===== src/rtl/in_cell_capture_sched_pkg.sv =====
// Shared types and constants for the input-cell capture scheduler.
package in_cell_sched_pkg;

    localparam int CNT_W = 4;

    typedef enum logic [2:0] {
        IDLE,
        CLEAR,
        SETTLE,
        SAMPLE,
        RESP
    } sched_state_e;

    // Width of a binary requester index; never narrower than one bit.
    function automatic int id_width(input int n);
        return (n <= 2) ? 1 : $clog2(n);
    endfunction

endpackage


===== src/rtl/in_cell_capture_sched_rr_arbiter_pri.sv =====
// Combinational round-robin pick: first set request at or after the pointer,
// wrapping modulo NREQ. The pointer itself lives in the parent.
module rr_arbiter_pri
    import in_cell_sched_pkg::*;
#(
    parameter int NREQ = 4
) (
    input  logic [NREQ-1:0]           req,
    input  logic [id_width(NREQ)-1:0] ptr,
    output logic [NREQ-1:0]           gnt,
    output logic [id_width(NREQ)-1:0] idx,
    output logic                      any
);

    localparam int IDW = id_width(NREQ);

    logic [IDW-1:0] pos;

    always_comb begin
        gnt = '0;
        idx = '0;
        any = 1'b0;
        pos = '0;
        for (int k = 0; k < NREQ; k++) begin
            pos = IDW'((int'(ptr) + k) % NREQ);
            if (!any && req[pos]) begin
                any      = 1'b1;
                gnt[pos] = 1'b1;
                idx      = pos;
            end
        end
    end

endmodule


===== src/rtl/in_cell_capture_sched.sv =====
// Round-robin scheduler sharing one registered input-cell bank between NREQ
// requesters: clear, settle, sample, then return the IQZ vector.
module in_cell_capture_sched
    import in_cell_sched_pkg::*;
#(
    parameter int WIDTH      = 8,
    parameter int NREQ       = 4,
    parameter int CLR_CYC    = 2,
    parameter int SETTLE_CYC = 3
) (
    input  logic                      IQC,
    input  logic                      QRT_N,
    input  logic [NREQ-1:0]           REQ,
    output logic [NREQ-1:0]           GNT,
    output logic                      CELL_QRT,
    input  logic [WIDTH-1:0]          CELL_IQZ,
    output logic                      RSP_VALID,
    input  logic                      RSP_READY,
    output logic [id_width(NREQ)-1:0] RSP_ID,
    output logic [WIDTH-1:0]          RSP_DATA,
    output logic                      BUSY
);

    localparam int IDW = id_width(NREQ);
    localparam logic [CNT_W-1:0] CLR_INIT    = CNT_W'(CLR_CYC - 1);
    localparam logic [CNT_W-1:0] SETTLE_INIT = CNT_W'((SETTLE_CYC == 0) ? 0 : SETTLE_CYC - 1);

    if (WIDTH < 1 || NREQ < 2 || NREQ > 8 || CLR_CYC < 1 || CLR_CYC > 15 ||
        SETTLE_CYC < 0 || SETTLE_CYC > 15) begin : g_bad_params
        $error("in_cell_capture_sched: parameter out of range");
    end

    sched_state_e     state_q, state_d;
    logic [CNT_W-1:0] cnt_q, cnt_d;
    logic [IDW-1:0]   ptr_q, ptr_d;
    logic [NREQ-1:0]  gnt_d;
    logic [IDW-1:0]   rsp_id_d;
    logic [WIDTH-1:0] rsp_data_d;
    logic             rsp_valid_d;

    logic [NREQ-1:0]  arb_gnt;
    logic [IDW-1:0]   arb_idx;
    logic             arb_any;

    rr_arbiter_pri #(.NREQ(NREQ)) u_arb (
        .req (REQ),
        .ptr (ptr_q),
        .gnt (arb_gnt),
        .idx (arb_idx),
        .any (arb_any)
    );

    always_comb begin
        state_d     = state_q;
        cnt_d       = cnt_q;
        ptr_d       = ptr_q;
        gnt_d       = GNT;
        rsp_id_d    = RSP_ID;
        rsp_data_d  = RSP_DATA;
        rsp_valid_d = RSP_VALID;
        case (state_q)
            IDLE: begin
                if (arb_any) begin
                    state_d  = CLEAR;
                    cnt_d    = CLR_INIT;
                    gnt_d    = arb_gnt;
                    rsp_id_d = arb_idx;
                    ptr_d    = (arb_idx == IDW'(NREQ - 1)) ? '0 : arb_idx + 1'b1;
                end
            end
            CLEAR: begin
                if (cnt_q == '0) begin
                    if (SETTLE_CYC == 0) begin
                        state_d = SAMPLE;
                    end else begin
                        state_d = SETTLE;
                        cnt_d   = SETTLE_INIT;
                    end
                end else begin
                    cnt_d = cnt_q - 1'b1;
                end
            end
            SETTLE: begin
                if (cnt_q == '0) begin
                    state_d = SAMPLE;
                end else begin
                    cnt_d = cnt_q - 1'b1;
                end
            end
            SAMPLE: begin
                rsp_data_d  = CELL_IQZ;
                rsp_valid_d = 1'b1;
                state_d     = RESP;
            end
            RESP: begin
                if (RSP_READY) begin
                    rsp_valid_d = 1'b0;
                    gnt_d       = '0;
                    state_d     = IDLE;
                end
            end
            default: state_d = IDLE;
        endcase
    end

    // The bank is held cleared throughout reset and whenever CLEAR is entered.
    always_ff @(posedge IQC or negedge QRT_N) begin
        if (!QRT_N) begin
            state_q   <= IDLE;
            cnt_q     <= '0;
            ptr_q     <= '0;
            GNT       <= '0;
            CELL_QRT  <= 1'b1;
            RSP_VALID <= 1'b0;
            RSP_ID    <= '0;
            RSP_DATA  <= '0;
        end else begin
            state_q   <= state_d;
            cnt_q     <= cnt_d;
            ptr_q     <= ptr_d;
            GNT       <= gnt_d;
            CELL_QRT  <= (state_d == CLEAR);
            RSP_VALID <= rsp_valid_d;
            RSP_ID    <= rsp_id_d;
            RSP_DATA  <= rsp_data_d;
        end
    end

    assign BUSY = (state_q != IDLE);

endmodule


===== config.mk =====
export PLATFORM = sky130hd
export DESIGN_NAME = in_cell_capture_sched
export DESIGN_NICKNAME = d
export VERILOG_FILES = /design/src/rtl/in_cell_capture_sched_pkg.sv /design/src/rtl/in_cell_capture_sched_rr_arbiter_pri.sv /design/src/rtl/in_cell_capture_sched.sv
export SDC_FILE = /design/constraint.sdc
export NUM_CORES = 1
export LEC_CHECK = 0
export ABC_AREA = 1
export BUFFER_PORTS_ARGS = -buffer_cell sky130_fd_sc_hd__buf_2
export CORE_ASPECT_RATIO = 0.7
export CORE_MARGIN = 2
export CORE_UTILIZATION = 45
export DETAILED_ROUTE_END_ITERATION = 7
export PLACE_DENSITY = 0.67
export SETUP_SLACK_MARGIN = 0.02
export SLEW_MARGIN = 25
export SYNTH_ARGS = -nofsm -noshare
export SYNTH_HDL_FRONTEND = slang
export SYNTH_SLANG_ARGS = --single-unit

===== constraint.sdc =====
create_clock -name IQC -period 2.5 [get_ports IQC]
set_clock_uncertainty 0.2 [all_clocks]
set_input_delay 0.5 -clock IQC [delete_from_list [all_inputs] [get_ports IQC]]
set_output_delay 0.5 -clock IQC [all_outputs]
set_load 0.02 [all_outputs]

==> impl_metrics.tcl, run 1 <==
set metrics [dict create \
    outcome "completed" \
    post_drt_wl_per_cell_um 11.4 \
    cts.reportedPaths.clkPinSlew_ns 0.09 \
    drtPass1Iterations 4 \
    hold_viol 0 \
    peakVddDrop_uv 737 \
    finalCritPeriodShare_pct 83.4 \
    initial_core_util_pct 46.4 \
    synth.yosys.seq_area_share_pct 38.7 \
    drv_cap 0 \
    clk_latency_ns 0.27 \
    n_antenna_cell 0 \
    synth_edf_count 0 \
    die_w_um 75.7 \
    dr.first_iter.drc_count 65 \
    htree_levels 1 \
    syn-mean-instance-area_um2 8.14 \
    hpwl_um 2510 \
    grt_max_degree 26 \
    grt_first_pass_wirelength_um 5460 \
    cp_max_fo 5 \
    tns_ns 0 \
    cts_buffer_depth 2 \
    cts_tree "done" \
    core_um2 3490 \
    grt_pass1_vias 1191 \
    syn_nets 224 \
    cp-end-kind "primary output" \
    postRouteAntennaNets 0 \
    yosys_register_bits 25 \
    ys_types 32 \
    finalSetupViolations 0 \
    power_density_nw_per_um2 1510 \
    dieArea_um2 4100 \
    die_y_um 54.2 \
    async_flop_share_pct 100 \
    area_growth_pct 17.7 \
    ctsHoldBuffers 0 \
    num_vias 1389 \
    layout_commonest_cell "nand2_1" \
    critPathKind "flop to primary output" \
    rsz0062_at_grt "false" \
    cts_buffers 3 \
    num_rows 18 \
    power_leakage_uw 0.00101 \
    drive_above_1_share_pct 31.2 \
    cts_num_sinks 25 \
    min_path_type "primary input to async pin" \
    wl_um 3280 \
    min_period_ns 2.09 \
    io_buffer_count 31 \
    drc 0 \
    antenna_found_initial 0 \
    post_cts_buffers 0 \
    setup.worst_path.start_class "flop" \
    max_freq_ghz 0.480 \
    cp.required_ns 1.80 \
    drv_slew 0 \
    viasPerCell 4.84 \
    syn_inst 199 \
    grt.total_usage_pct 18.0 \
    slew_headroom_pct 63.0 \
    final_cells 287 \
    yosys_most_used_dff "dfrtp_1" \
    ios 32 \
    num-nets-final 263 \
    grt-ovfl-total 0 \
    placed_cells 283 \
    cts_repair_resize_count 0 \
    synth_area_um2 1620 \
    gp_congestion 0.956 \
    root_buffer "clkbuf_8" \
    yosys_warnings 0 \
    tightest_slew_ns 0.554 \
    critical_path_arrival_ns 1.39 \
    final_cell_mix "nand2_1, buf_2, dfrtp_1" \
]
[logic make-up after synthesis]
logic type                 after synthesis  synth area share, %
muxes                                    8                 5.56
xor gates and xnor gates                 2                 1.08
buffers and inverters                   24                 6.18
and+or+nand+nor                        115                 35.1
DFF                                     25                 38.7
AOI/OAI and AO/OA                       15                 5.71
adders and majority gates               10                 7.72
[layer usage]
metal  share of wire, %  global-route usage (%)  vias to the layer above
met5                  0                       0                        -
met4                1.1                    3.51                        0
met3                5.5                    3.93                        4
met2                 40                    24.9                       46
met1                 53                    28.4                      623
li1                   -                       -                      716
[area by class of cell]
| cell class | count | area (um2) |
|---|---|---|
| Timing Repair Buffer | 35 | 185 |
| Fill cell | 338 | 1580 |
| Sequential cell | 25 | 627 |
| Inverter | 23 | 88.8 |
| Clock buffer | 3 | 41.3 |
| Clock inverter | 1 | 8.76 |
| Tap cell | 50 | 62.6 |
| Multi-Input combinational cell | 150 | 893 |
[metrics by stage]
stage / util, % / hold slack (ns) / power [uW] / cell area (um2) / setup slack, ns
final: 54.6 / 0.00194 / 2870 / 1910 / 0.415
after CTS: 54.6 / 0.0222 / 2890 / 1910 / 0.422
after global routing: 54.6 / 0.0453 / 3150 / 1910 / 0.286
after detailed placement: 53.2 / 0.267 / 2620 / 1860 / 0.503
after global placement: 53.2 / 0.264 / 2610 / 1860 / 0.523
after floorplan: - / 0.00441 / 2170 / 1620 / 0.345
[worst paths after layout]
| kind | from | end | slack, ns | cells past startpoint |
|---|---|---|---|---|
| worst min register to register | GNT[3]$_DFFE_PN0P_ | GNT[3]$_DFFE_PN0P_ | 0.29 | 2 |
| worst min-delay path | QRT_N | cnt_q[1]$_DFFE_PN0P_ | 0.002 | 1 |
| max in group asynchronous | QRT_N | CELL_QRT$_DFF_PN1_ | 1.72 | 1 |
| worst max register to register | ptr_q[1]$_DFFE_PN0P_ | GNT[2]$_DFFE_PN0P_ | 0.46 | 11 |
| worst max-delay path | state_q[0]$_DFF_PN0_ | BUSY | 0.41 | 5 |
| min in group IQC | RSP_READY | state_q[2]$_DFF_PN0_ | 0.24 | 2 |
[critical path, cell delays in order, from the launching register on]
cell	delay (ns)
dfrtp_1	0.43
nor2_1	0.11
inv_1	0.06
nor2_1	0.28
inv_1	0.06
buf_2	0.16
[state kept, by name, indices dropped and copies added (netlist names), named ones only]
name	count
state_q	3
RSP_DATA	8
GNT	4
cnt_q	4
ptr_q	1
RSP_VALID	1
CELL_QRT	1
RSP_ID	2
[report_power, final]
part           total (uW)  internal (uW)  switching (uW)
clock network         255            117             138
registers             701            599             102
logic                1920            672            1240
total                2870           1390            1480
[synthesized netlist by cell type, types with 2 or more instances]
library cell | n | share of area, %
nand2_2 | 9 | 3.5
nand3_1 | 13 | 4.0
o21ai_0 | 6 | 1.9
mux2_2 | 8 | 5.6
inv_2 | 4 | 0.93
nor3_1 | 3 | 0.93
nand2_1 | 65 | 15
a21oi_1 | 2 | 0.62
o21a_1 | 2 | 0.93
nor2_1 | 9 | 2.1
xor2_1 | 2 | 1.1
dfrtp_1 | 24 | 37
nand4_1 | 5 | 1.9
nand3_2 | 2 | 1.2
nor2_2 | 2 | 0.77
inv_1 | 18 | 4.2
ha_1 | 10 | 7.7
(Power assumes the default switching activity.)
==> run 2, diff against run 1 <==
Settings changed: PLACE_DENSITY 0.67 to 0.7.
Clock period 2.5 ns to 1.7 ns, I/O delays scaled along.
==> run 2 against run 1 <==
- the run now ends with setup timing left
- global-route usage rose by 0.67 points
- core utilization is 9.6 points higher
- sequential power rose by 50%
- final cell count rose by 8.4%
- non-clock buffer count grew 24
- setup slack got worse by 0.60 ns
- die area unchanged
- via count up 5.9%
- register-to-register slack worse by 0.65 ns
- sequential share of layout area is 4.8 points lower
- hold slack better by 0.10 ns
==> impl_metrics.tcl, run 2 (same netlist as run 1, synthesis figures left out) <==
set metrics [dict create \
    grt_first_pass_wirelength_um 5730 \
    slew_headroom_pct 62.7 \
    postRouteAntennaNets 0 \
    cp-end-kind "flop" \
    cts_tree "done" \
    core_um2 3490 \
    cp_cell_sequence "inv_6 > ha_4 > nand3_2 > nand2_4 > inv_4 > nor2_4 > nand4_1 > nand2_2 > inv_2 > nand2_1 > o21ai_2" \
    gp_congestion 0.865 \
    num-nets-final 287 \
    cp_max_fo 5 \
    power.total_uw 5190 \
    drv_cap 0 \
    max_freq_ghz 0.530 \
    finalSetupViolations 15 \
    die_w_um 75.7 \
    r2r_end "cnt_q[1]$_DFFE_PN0P_" \
    clk_latency_ns 0.26 \
    setup_slack_ns -0.188 \
    grt-ovfl-total 0 \
    htree_levels 1 \
    viasPerCell 4.73 \
    cts_buffers 3 \
    critical_path_arrival_ns 1.85 \
    critPathKind "flop to flop" \
    wl_um 3580 \
    cpLargestDelayFamily "simple AND/OR/NAND/NOR gates" \
    antenna_found_initial 0 \
    whs_path_depth 2 \
    post_drt_wl_per_cell_um 11.5 \
    top_regs "RSP_DATA (8), GNT (4), cnt_q (4)" \
    grt_max_degree 26 \
    outcome "complete, but fails checks" \
    largest_register_ffs 8 \
    dieArea_um2 4100 \
    hold_end "RSP_DATA[5]$_DFFE_PN0N_" \
    ios 32 \
    peakVddDrop_uv 1290 \
    cts.reportedPaths.clkPinSlew_ns 0.09 \
    rsz0062_at_grt "true" \
    drv_slew 0 \
    cts_buffer_depth 2 \
    fillCellCount 294 \
    final_cell_area_um2 2240 \
    drc 0 \
    cp.depth 11 \
    hpwl_um 2750 \
    cpPeakStageDelay_ns 0.44 \
    num_rows 18 \
    grt_pass1_vias 1293 \
    rrSetupSlack_ns -0.19 \
    finalCritPeriodShare_pct 111 \
    final_cell_mix "nand2_1, buf_2, buf_4" \
    hold_ws_ns 0.102 \
    violations "setup timing" \
    dr.first_iter.drc_count 48 \
    power_leakage_uw 0.00115 \
    io_buffer_count 31 \
    slowest_stage "dfrtp_2" \
    regMostFlops "RSP_DATA" \
    hold_viol 0 \
    drive_above_1_share_pct 44.1 \
    num_vias 1471 \
    root_buffer "clkbuf_8" \
    grt.total_usage_pct 18.7 \
    cp.required_ns 1.66 \
    path_buf_inv 3 \
    initial_core_util_pct 46.4 \
    n_antenna_cell 0 \
    cts_num_sinks 25 \
    layout_commonest_cell "nand2_1" \
    area_growth_pct 38.4 \
    drtPass1Iterations 4 \
    min_period_ns 1.89 \
    min_from "CELL_IQZ[5]" \
    setup.worst_path.start_class "flop" \
    tightest_slew_ns 0.559 \
    min_path_type "primary input to flop" \
    place_area_um2 2060 \
    die_y_um 54.2 \
    reg2regPathDepth 11 \
    fin_util_pct 64.2 \
    power_density_nw_per_um2 2320 \
]
-- run 2: cell count changes in the layout (fill, tap and decap cells not counted), moves of 3 or more --
cell	previous run	this run
inv_4	1	5
nand3_2	2	5
nor2_1	9	4
inv_1	18	15
nand2_1	65	62
nand3_1	13	9
buf_4	4	24
nor2_4	1	5
-- run 2: final cells by class --
cell class | count | area [um2] | area share (%)
Timing Repair Buffer | 59 | 403 | 18.0
Tap cell | 50 | 62.6 | 2.79
Clock buffer | 3 | 41.3 | 1.84
Inverter | 23 | 104 | 4.63
Multi-Input combinational cell | 150 | 997 | 44.5
Clock inverter | 1 | 5.00 | 0.223
Sequential cell | 25 | 629 | 28.1
-- run 2: timing repair --
action	4_1_cts	5_1_grt
endpoints found under the setup margin	15	16
endpoints found under the hold margin	24	0
hold buffers	1	0
resized for setup	14	6
pin swaps	8	5
buffers inserted	7	0
-- run 2: worst max path at each step --
stage | startpoint | endpoint
floorplan | flop | cnt_q[1]$_DFFE_PN0P_
global placement | flop | cnt_q[2]$_DFFE_PN0P_
detailed placement | flop | cnt_q[2]$_DFFE_PN0P_
CTS | flop | cnt_q[2]$_DFFE_PN0P_
global route | flop | cnt_q[2]$_DFFE_PN0P_
finish | flop | cnt_q[1]$_DFFE_PN0P_
-- run 2: power by group --
part,switching (uW),internal [uW],leakage [uW]
Sequential,160,885,0.000300
Clock,184,164,0.0000255
Combinational,2180,1630,0.000828
-- run 2: worst reg2reg max path, cell delays in order (launching register included) --
cell and delay, ns:
dfrtp_2 0.44, inv_6 0.06, ha_4 0.30, nand3_2 0.10
nand2_4 0.12, inv_4 0.06, nor2_4 0.09, nand4_1 0.11
nand2_2 0.12, inv_2 0.06, nand2_1 0.07, o21ai_2 0.05
-- run 2: routing by layer --
| metal | wire [um] | share of wire [%] | up-vias | global-route usage [%] |
|---|---|---|---|---|
| li1 | - | - | 769 | - |
| met5 | 0 | 0 | - | 0 |
| met1 | 1930 | 54 | 675 | 26.5 |
| met2 | 1530 | 43 | 25 | 29.9 |
| met4 | 19 | 0.53 | 0 | 2.05 |
| met3 | 93 | 2.6 | 2 | 4.49 |
-- run 2: through the flow --
stage | setup slack [ns] | TNS, ns | cells
after CTS | -0.188 | -2.20 | 311
after detailed placement | -0.214 | -2.30 | 299
after global routing | -0.304 | -3.87 | 311
final | -0.188 | -2.19 | 311
after floorplan | -0.194 | -1.73 | 199
after global placement | -0.177 | -1.99 | 299
